$ cat src/rtl/pcie_rst_seq.sv
// rtl/pcie_rst_seq.sv - PCIe/system reset sequencer with PLL-lock qualification and staggered release
// Optional feature macro: RST_SEQ_LOCK_STATS_EN (saturating lock-loss counter on lock_loss_cnt)
module pcie_rst_seq #(
  parameter int HOLD_CYCLES         = 200,
  parameter int SETTLE_CYCLES       = 16,
  parameter int STAGGER_CYCLES      = 8,
  parameter int LOCK_TIMEOUT_CYCLES = 10000,
  parameter int CNT_W               = 8
) (
  input  logic             clk,
  input  logic             rst_n,
  input  logic             pll_locked,
  input  logic             sw_reset_req,
  output logic             pcie_reset_n,
  output logic             sys_reset_n,
  output logic [2:0]       seq_state,
  output logic             timeout_err,
  output logic [CNT_W-1:0] lock_loss_cnt
);

  localparam int MAX_A = (HOLD_CYCLES > SETTLE_CYCLES) ? HOLD_CYCLES : SETTLE_CYCLES;
  localparam int MAX_B = (STAGGER_CYCLES > LOCK_TIMEOUT_CYCLES) ? STAGGER_CYCLES : LOCK_TIMEOUT_CYCLES;
  localparam int MAX_P = (MAX_A > MAX_B) ? MAX_A : MAX_B;
  localparam int CW    = $clog2(MAX_P) + 1;

  localparam logic [2:0] S_HOLD      = 3'd0;
  localparam logic [2:0] S_WAIT_LOCK = 3'd1;
  localparam logic [2:0] S_SETTLE    = 3'd2;
  localparam logic [2:0] S_PCIE_REL  = 3'd3;
  localparam logic [2:0] S_RUN       = 3'd4;
  localparam logic [2:0] S_FAULT     = 3'd5;

  logic          sync1;
  logic          lock_s;
  logic [2:0]    state;
  logic [2:0]    next_state;
  logic [CW-1:0] cnt;
  logic [CW-1:0] cnt_inc;
  logic [CW-1:0] cnt_next;
  logic          timeout_hit;

  always_ff @(posedge clk or negedge rst_n) begin
    if (!rst_n) begin
      sync1  <= 1'b0;
      lock_s <= 1'b0;
    end else begin
      sync1  <= pll_locked;
      lock_s <= sync1;
    end
  end

  assign cnt_inc = cnt + 1'b1;

  // One shared counter: every state transition clears it, so each state times its own dwell.
  always_comb begin
    next_state  = state;
    cnt_next    = cnt_inc;
    timeout_hit = 1'b0;
    if (sw_reset_req) begin
      next_state = S_HOLD;
      cnt_next   = '0;
    end else begin
      case (state)
        S_HOLD: begin
          if (cnt_inc == CW'(HOLD_CYCLES)) begin
            next_state = S_WAIT_LOCK;
            cnt_next   = '0;
          end
        end
        S_WAIT_LOCK: begin
          if (lock_s) begin
            next_state = S_SETTLE;
            cnt_next   = '0;
          end else if (cnt_inc == CW'(LOCK_TIMEOUT_CYCLES)) begin
            next_state  = S_FAULT;
            cnt_next    = '0;
            timeout_hit = 1'b1;
          end
        end
        S_SETTLE: begin
          if (!lock_s) begin
            next_state = S_WAIT_LOCK;
            cnt_next   = '0;
          end else if (cnt_inc == CW'(SETTLE_CYCLES)) begin
            next_state = S_PCIE_REL;
            cnt_next   = '0;
          end
        end
        S_PCIE_REL: begin
          if (!lock_s) begin
            next_state = S_HOLD;
            cnt_next   = '0;
          end else if (cnt_inc == CW'(STAGGER_CYCLES)) begin
            next_state = S_RUN;
            cnt_next   = '0;
          end
        end
        S_RUN: begin
          cnt_next = '0;
          if (!lock_s) next_state = S_HOLD;
        end
        S_FAULT: cnt_next = '0;
        default: begin
          next_state = S_HOLD;
          cnt_next   = '0;
        end
      endcase
    end
  end

  // Resets are decoded from next_state so they move on the same edge as the state.
  always_ff @(posedge clk or negedge rst_n) begin
    if (!rst_n) begin
      state        <= S_HOLD;
      cnt          <= '0;
      pcie_reset_n <= 1'b0;
      sys_reset_n  <= 1'b0;
      timeout_err  <= 1'b0;
    end else begin
      state        <= next_state;
      cnt          <= cnt_next;
      pcie_reset_n <= (next_state == S_PCIE_REL) || (next_state == S_RUN);
      sys_reset_n  <= (next_state == S_RUN);
      if (sw_reset_req)     timeout_err <= 1'b0;
      else if (timeout_hit) timeout_err <= 1'b1;
    end
  end

  assign seq_state = state;

`ifdef RST_SEQ_LOCK_STATS_EN
  // Loss of lock after release always returns to HOLD, with or without a coincident sw request.
  logic             lock_loss;
  logic [CNT_W-1:0] loss_q;

  assign lock_loss = !lock_s && ((state == S_PCIE_REL) || (state == S_RUN));

  always_ff @(posedge clk or negedge rst_n) begin
    if (!rst_n) begin
      loss_q <= '0;
    end else if (lock_loss && (loss_q != {CNT_W{1'b1}})) begin
      loss_q <= loss_q + 1'b1;
    end
  end

`ifndef SYNTHESIS
  always @(posedge clk) begin
    if (rst_n && lock_loss) $display("pcie_rst_seq: PLL lock lost in state %0d", state);
  end
`endif

  assign lock_loss_cnt = loss_q;
`else
  assign lock_loss_cnt = '0;
`endif

endmodule
$ cat config.mk
export PLATFORM = sky130hd
export DESIGN_NAME = pcie_rst_seq
export DESIGN_NICKNAME = d
export VERILOG_FILES = /design/src/rtl/pcie_rst_seq.sv
export SDC_FILE = /design/constraint.sdc
export NUM_CORES = 1
export LEC_CHECK = 0
export CORE_MARGIN = 3
export CORE_UTILIZATION = 57
export CTS_BUF_LIST = sky130_fd_sc_hd__clkbuf_4
export DETAILED_ROUTE_END_ITERATION = 10
export PLACE_DENSITY_LB_ADDON = 0.3
export SETUP_SLACK_MARGIN = 0.15
export SYNTH_ARGS = -nofsm -noshare
export SYNTH_HDL_FRONTEND = slang
export SYNTH_SLANG_ARGS = --single-unit
export TNS_END_PERCENT = 20
$ cat constraint.sdc
create_clock -name clk -period 3.33 [get_ports clk]
set_clock_uncertainty 0.15 [all_clocks]
set_input_delay 0.4995 -clock clk [delete_from_list [all_inputs] [get_ports clk]]
set_output_delay 0.4995 -clock clk [all_outputs]
set_load 0.005 [all_outputs]
==> flow_summary_export.csv <==
group,metric,value,unit
grt,grt_pass1_wl,4.72,mm
die,start_util,63.0,%
status,outcome,"completed",
logic_synthesis,syn_inst,164,
placed_design,port_buffers,9,
layout,nets,175,
route,first_pass_iters,4,
die,dieArea,3210,um^2
power,comb_power_share,6.3,%
timing,setup_viol,0,
clock_network,clk_pin_slew,0.12,ns
critical_path,critPathRequiredTime,3.39,ns
route,wl_met2,1.21,mm
critical_path,end_kind,"register",
power,sequentialPowerShare,65.2,%
clock_network,root_buffer,"clkbuf_4",
route,highest_layer,"met4",
die,rows,17,
layout,syn2layout_area_growth,5.99,%
timing,whs,0.213,ns
critical_path,cp_top_family,"compound AO/OA/AOI/OAI gates",
logic_synthesis,avgSynthCellArea,8.91,um^2
route,wl_met3,164,um
placed_design,dpl.cell_count,193,
logic_synthesis,synth_edf_count,0,
route,num_vias,1178,
timing,tightest_slew,0.972,ns
power,power.density,285,nW/um^2
die,io_pins,18,
logic_synthesis,ys_types,49,
layout,fin_area,1550,um^2
clock_network,h-tree-depth,1,
critical_path,worstSetupStartpointType,"register",
layout,drive_above_1_share,11.2,%
clock_network,clk_path_buf_depth,2,
critical_path,r2r_slack,0.28,ns
grt,globalRouteTotalUtil,18.5,%
timing,drv_slew,0,
power,p_leak,0.000622,uW
timing,fmax,328,MHz
grt,grt_pass1_vias,1088,
power,switching_power,103,uW
critical_path,worstSetupPathType,"register to register",
clock_network,cts-buffers-inserted,3,
placed_design,dp_slack,0.339,ns
placed_design,hpwl,2.07,mm
layout,num_antenna_cells,0,
grt,grt_overflow,0,
layout,final_cells,197,
grt,grt_antenna_before_repair,0,
critical_path,crit_fanout,8,
logic_synthesis,synth_seq_area_share,39.4,%
die,floorplan.die.width,56.6,um
grt,grt_max_degree,24,
logic_synthesis,syn_area,1460,um^2
route,wl_met1,1.32,mm
timing,rsz0062_at_grt,"no",
timing,finalCritPeriodShare,91.5,%
die,die_h,56.6,um
die,core-area,2320,um^2
critical_path,max_stage_delay,0.54,ns
logic_synthesis,synth-seq-cells,23,
placed_design,dpl-instance-area,1520,um^2
timing,relSlewSlack,35.0,%
critical_path,cp_num_buf_inv,1,
route,drt_wl_total,2.74,mm
logic_synthesis,synth-warning-count,0,
power,clkPwrFrac,28.6,%
route,viasPerCell,5.98,
logic_synthesis,ys_async_sr_fraction,100,%
timing,layout_setup_ws,0.281,ns
min_path,holdCritPathClass,"register to register",
route,drtIter0Drc,63,
timing,final-hold-violation-count,0,
critical_path,cp_slowest_cell,"or4_1",
clock_network,cts.sinks,23,
critical_path,arrival,3.10,ns
logic_synthesis,ys.flop_type,"dfrtp_1",
power,vdd_ir_drop_max,0.249,mV
power,p_int,339,uW
timing,setup_tns,0,ns
placed_design,gp_congestion,0.934,
timing,fin_crit,3.05,ns
power,swShare,23.3,%
flow_run,max_cap_viol_count,0,
critical_path,path_cells,"ha_1, nand4_1, or4_1, a211oi_2, o2111ai_1, a211oi_1, a311o_1, buf_4, nor2_1",
layout,fillerInstances,186,
clock_network,clkLatencyLatePin,0.31,ns
route,postRouteAntennaNets,0,
route,post_drt_wl_per_cell,13.9,um
clock_network,cts_tree,"built",
route,drc,0,
worst paths after layout:
kind | startpoint | endpoint | cells after the start
setup / recovery | cnt[0] | cnt[7] | 9
hold reg to reg | sync1 | lock_s | 0
setup reg to reg | cnt[0] | cnt[7] | 9
max in group asynchronous | rst_n | cnt[12] | 1
hold / removal | sync1 | lock_s | 0
min in group asynchronous | rst_n | cnt[11] | 1
worst register-to-register path, stage by stage, from the launching register on:
cell and delay (ns):
dfrtp_1 0.39, ha_1 0.27, nand4_1 0.19, or4_1 0.54, a211oi_2 0.30, o2111ai_1 0.16
a211oi_1 0.32, a311o_1 0.34, buf_4 0.22, nor2_1 0.06
placed cells by master (no fill, tap or decap), types with 3 or more instances in the layout:
cell type / netlist / routed
a21oi_1: 4 / 4
clkbuf_4: 0 / 3
clkdlybuf4s50_1: 0 / 9
conb_1: 1 / 8
dfrtp_1: 23 / 23
inv_1: 8 / 8
nand2_1: 10 / 10
nand3_1: 6 / 6
nand4_1: 3 / 3
nor2_1: 26 / 26
nor3_1: 4 / 4
nor4_1: 5 / 4
o21ai_0: 3 / 3
or3_1: 3 / 3
xnor2_1: 6 / 6
xor2_1: 6 / 6
synthesized netlist by cell type (2+ instances only):
cell      number  area, um^2
nor2_1        26        97.6
dfrtp_1       23         576
buf_4         13        97.6
nand2_1       10        37.5
inv_1          8        30.0
nand3_1        6        30.0
xnor2_1        6        52.6
xor2_1         6        52.6
nor4_1         5        31.3
a21oi_1        4        20.0
clkbuf_1       4        15.0
nor3_1         4        20.0
nand4_1        3        18.8
o21ai_0        3        15.0
or3_1          3        18.8
a211oi_1       2        15.0
nand2b_1       2        12.5
nand3b_1       2        15.0
nand4_2        2        25.0
nor2b_1        2        12.5
or2_2          2        12.5
routing by layer:
metal | up-vias | global-route usage (%)
met5 | - | 0
met2 | 40 | 28.5
met1 | 563 | 25.6
li1 | 569 | -
met4 | 0 | 7.46
met3 | 6 | 2.99
metrics by stage:
step / utilization (%) / power, uW
6_report: 66.8 / 442
5_1_grt: 66.8 / 469
2_1_floorplan: - / 315
4_1_cts: 66.5 / 449
3_3_place_gp: 65.4 / 320
3_5_place_dp: 65.4 / 321
cell type report:
| cell class | count | area (um^2) | area share, % |
|---|---|---|---|
| tap | 28 | 35.0 | 2.26 |
| clock buffer | 3 | 22.5 | 1.45 |
| sequential | 23 | 576 | 37.2 |
| timing repair buffer | 11 | 105 | 6.79 |
| clock inverter | 1 | 5.00 | 0.323 |
| multi-input combinational | 123 | 776 | 50.1 |
| inverter | 8 | 30.0 | 1.94 |
registers in the layout (all words and copies together) (netlist names):
name / flops
cnt: 15
lock_s: 1
pcie_reset_n: 1
seq_state: 3
sync1: 1
sys_reset_n: 1
timeout_err: 1
logic make-up after synthesis:
group                    after synthesis  share of synthesized area [%]
multiplexers                           1                          0.685
other                                  1                          0.257
adder cells (fa/ha/maj)                1                          0.856
AO/OA/AOI/OAI                         24                           13.1
AND/OR/NAND/NOR                       77                           28.8
flip-flops                            23                           39.4
buffers and inverters                 25                           9.76
XOR/XNOR                              12                           7.19
power groups by stage:
stage | sequential [uW] | clock, uW | combinational, uW
6_report | 288 | 126 | 27.7
3_3_place_gp | 293 | 0 | 27.1
3_5_place_dp | 294 | 0 | 27.8
4_1_cts | 288 | 133 | 28.1
2_1_floorplan | 291 | 0 | 23.8
5_1_grt | 289 | 148 | 31.8
timing repair:
action                                  in CTS  in global routing
resized for setup                            0                  1
setup buffers                                0                  0
hold buffers                                 0                  0
hold endpoints to repair                     0                  0
endpoints found under the setup margin       0                  8
Note: power is estimated with default switching activity, not from simulation.
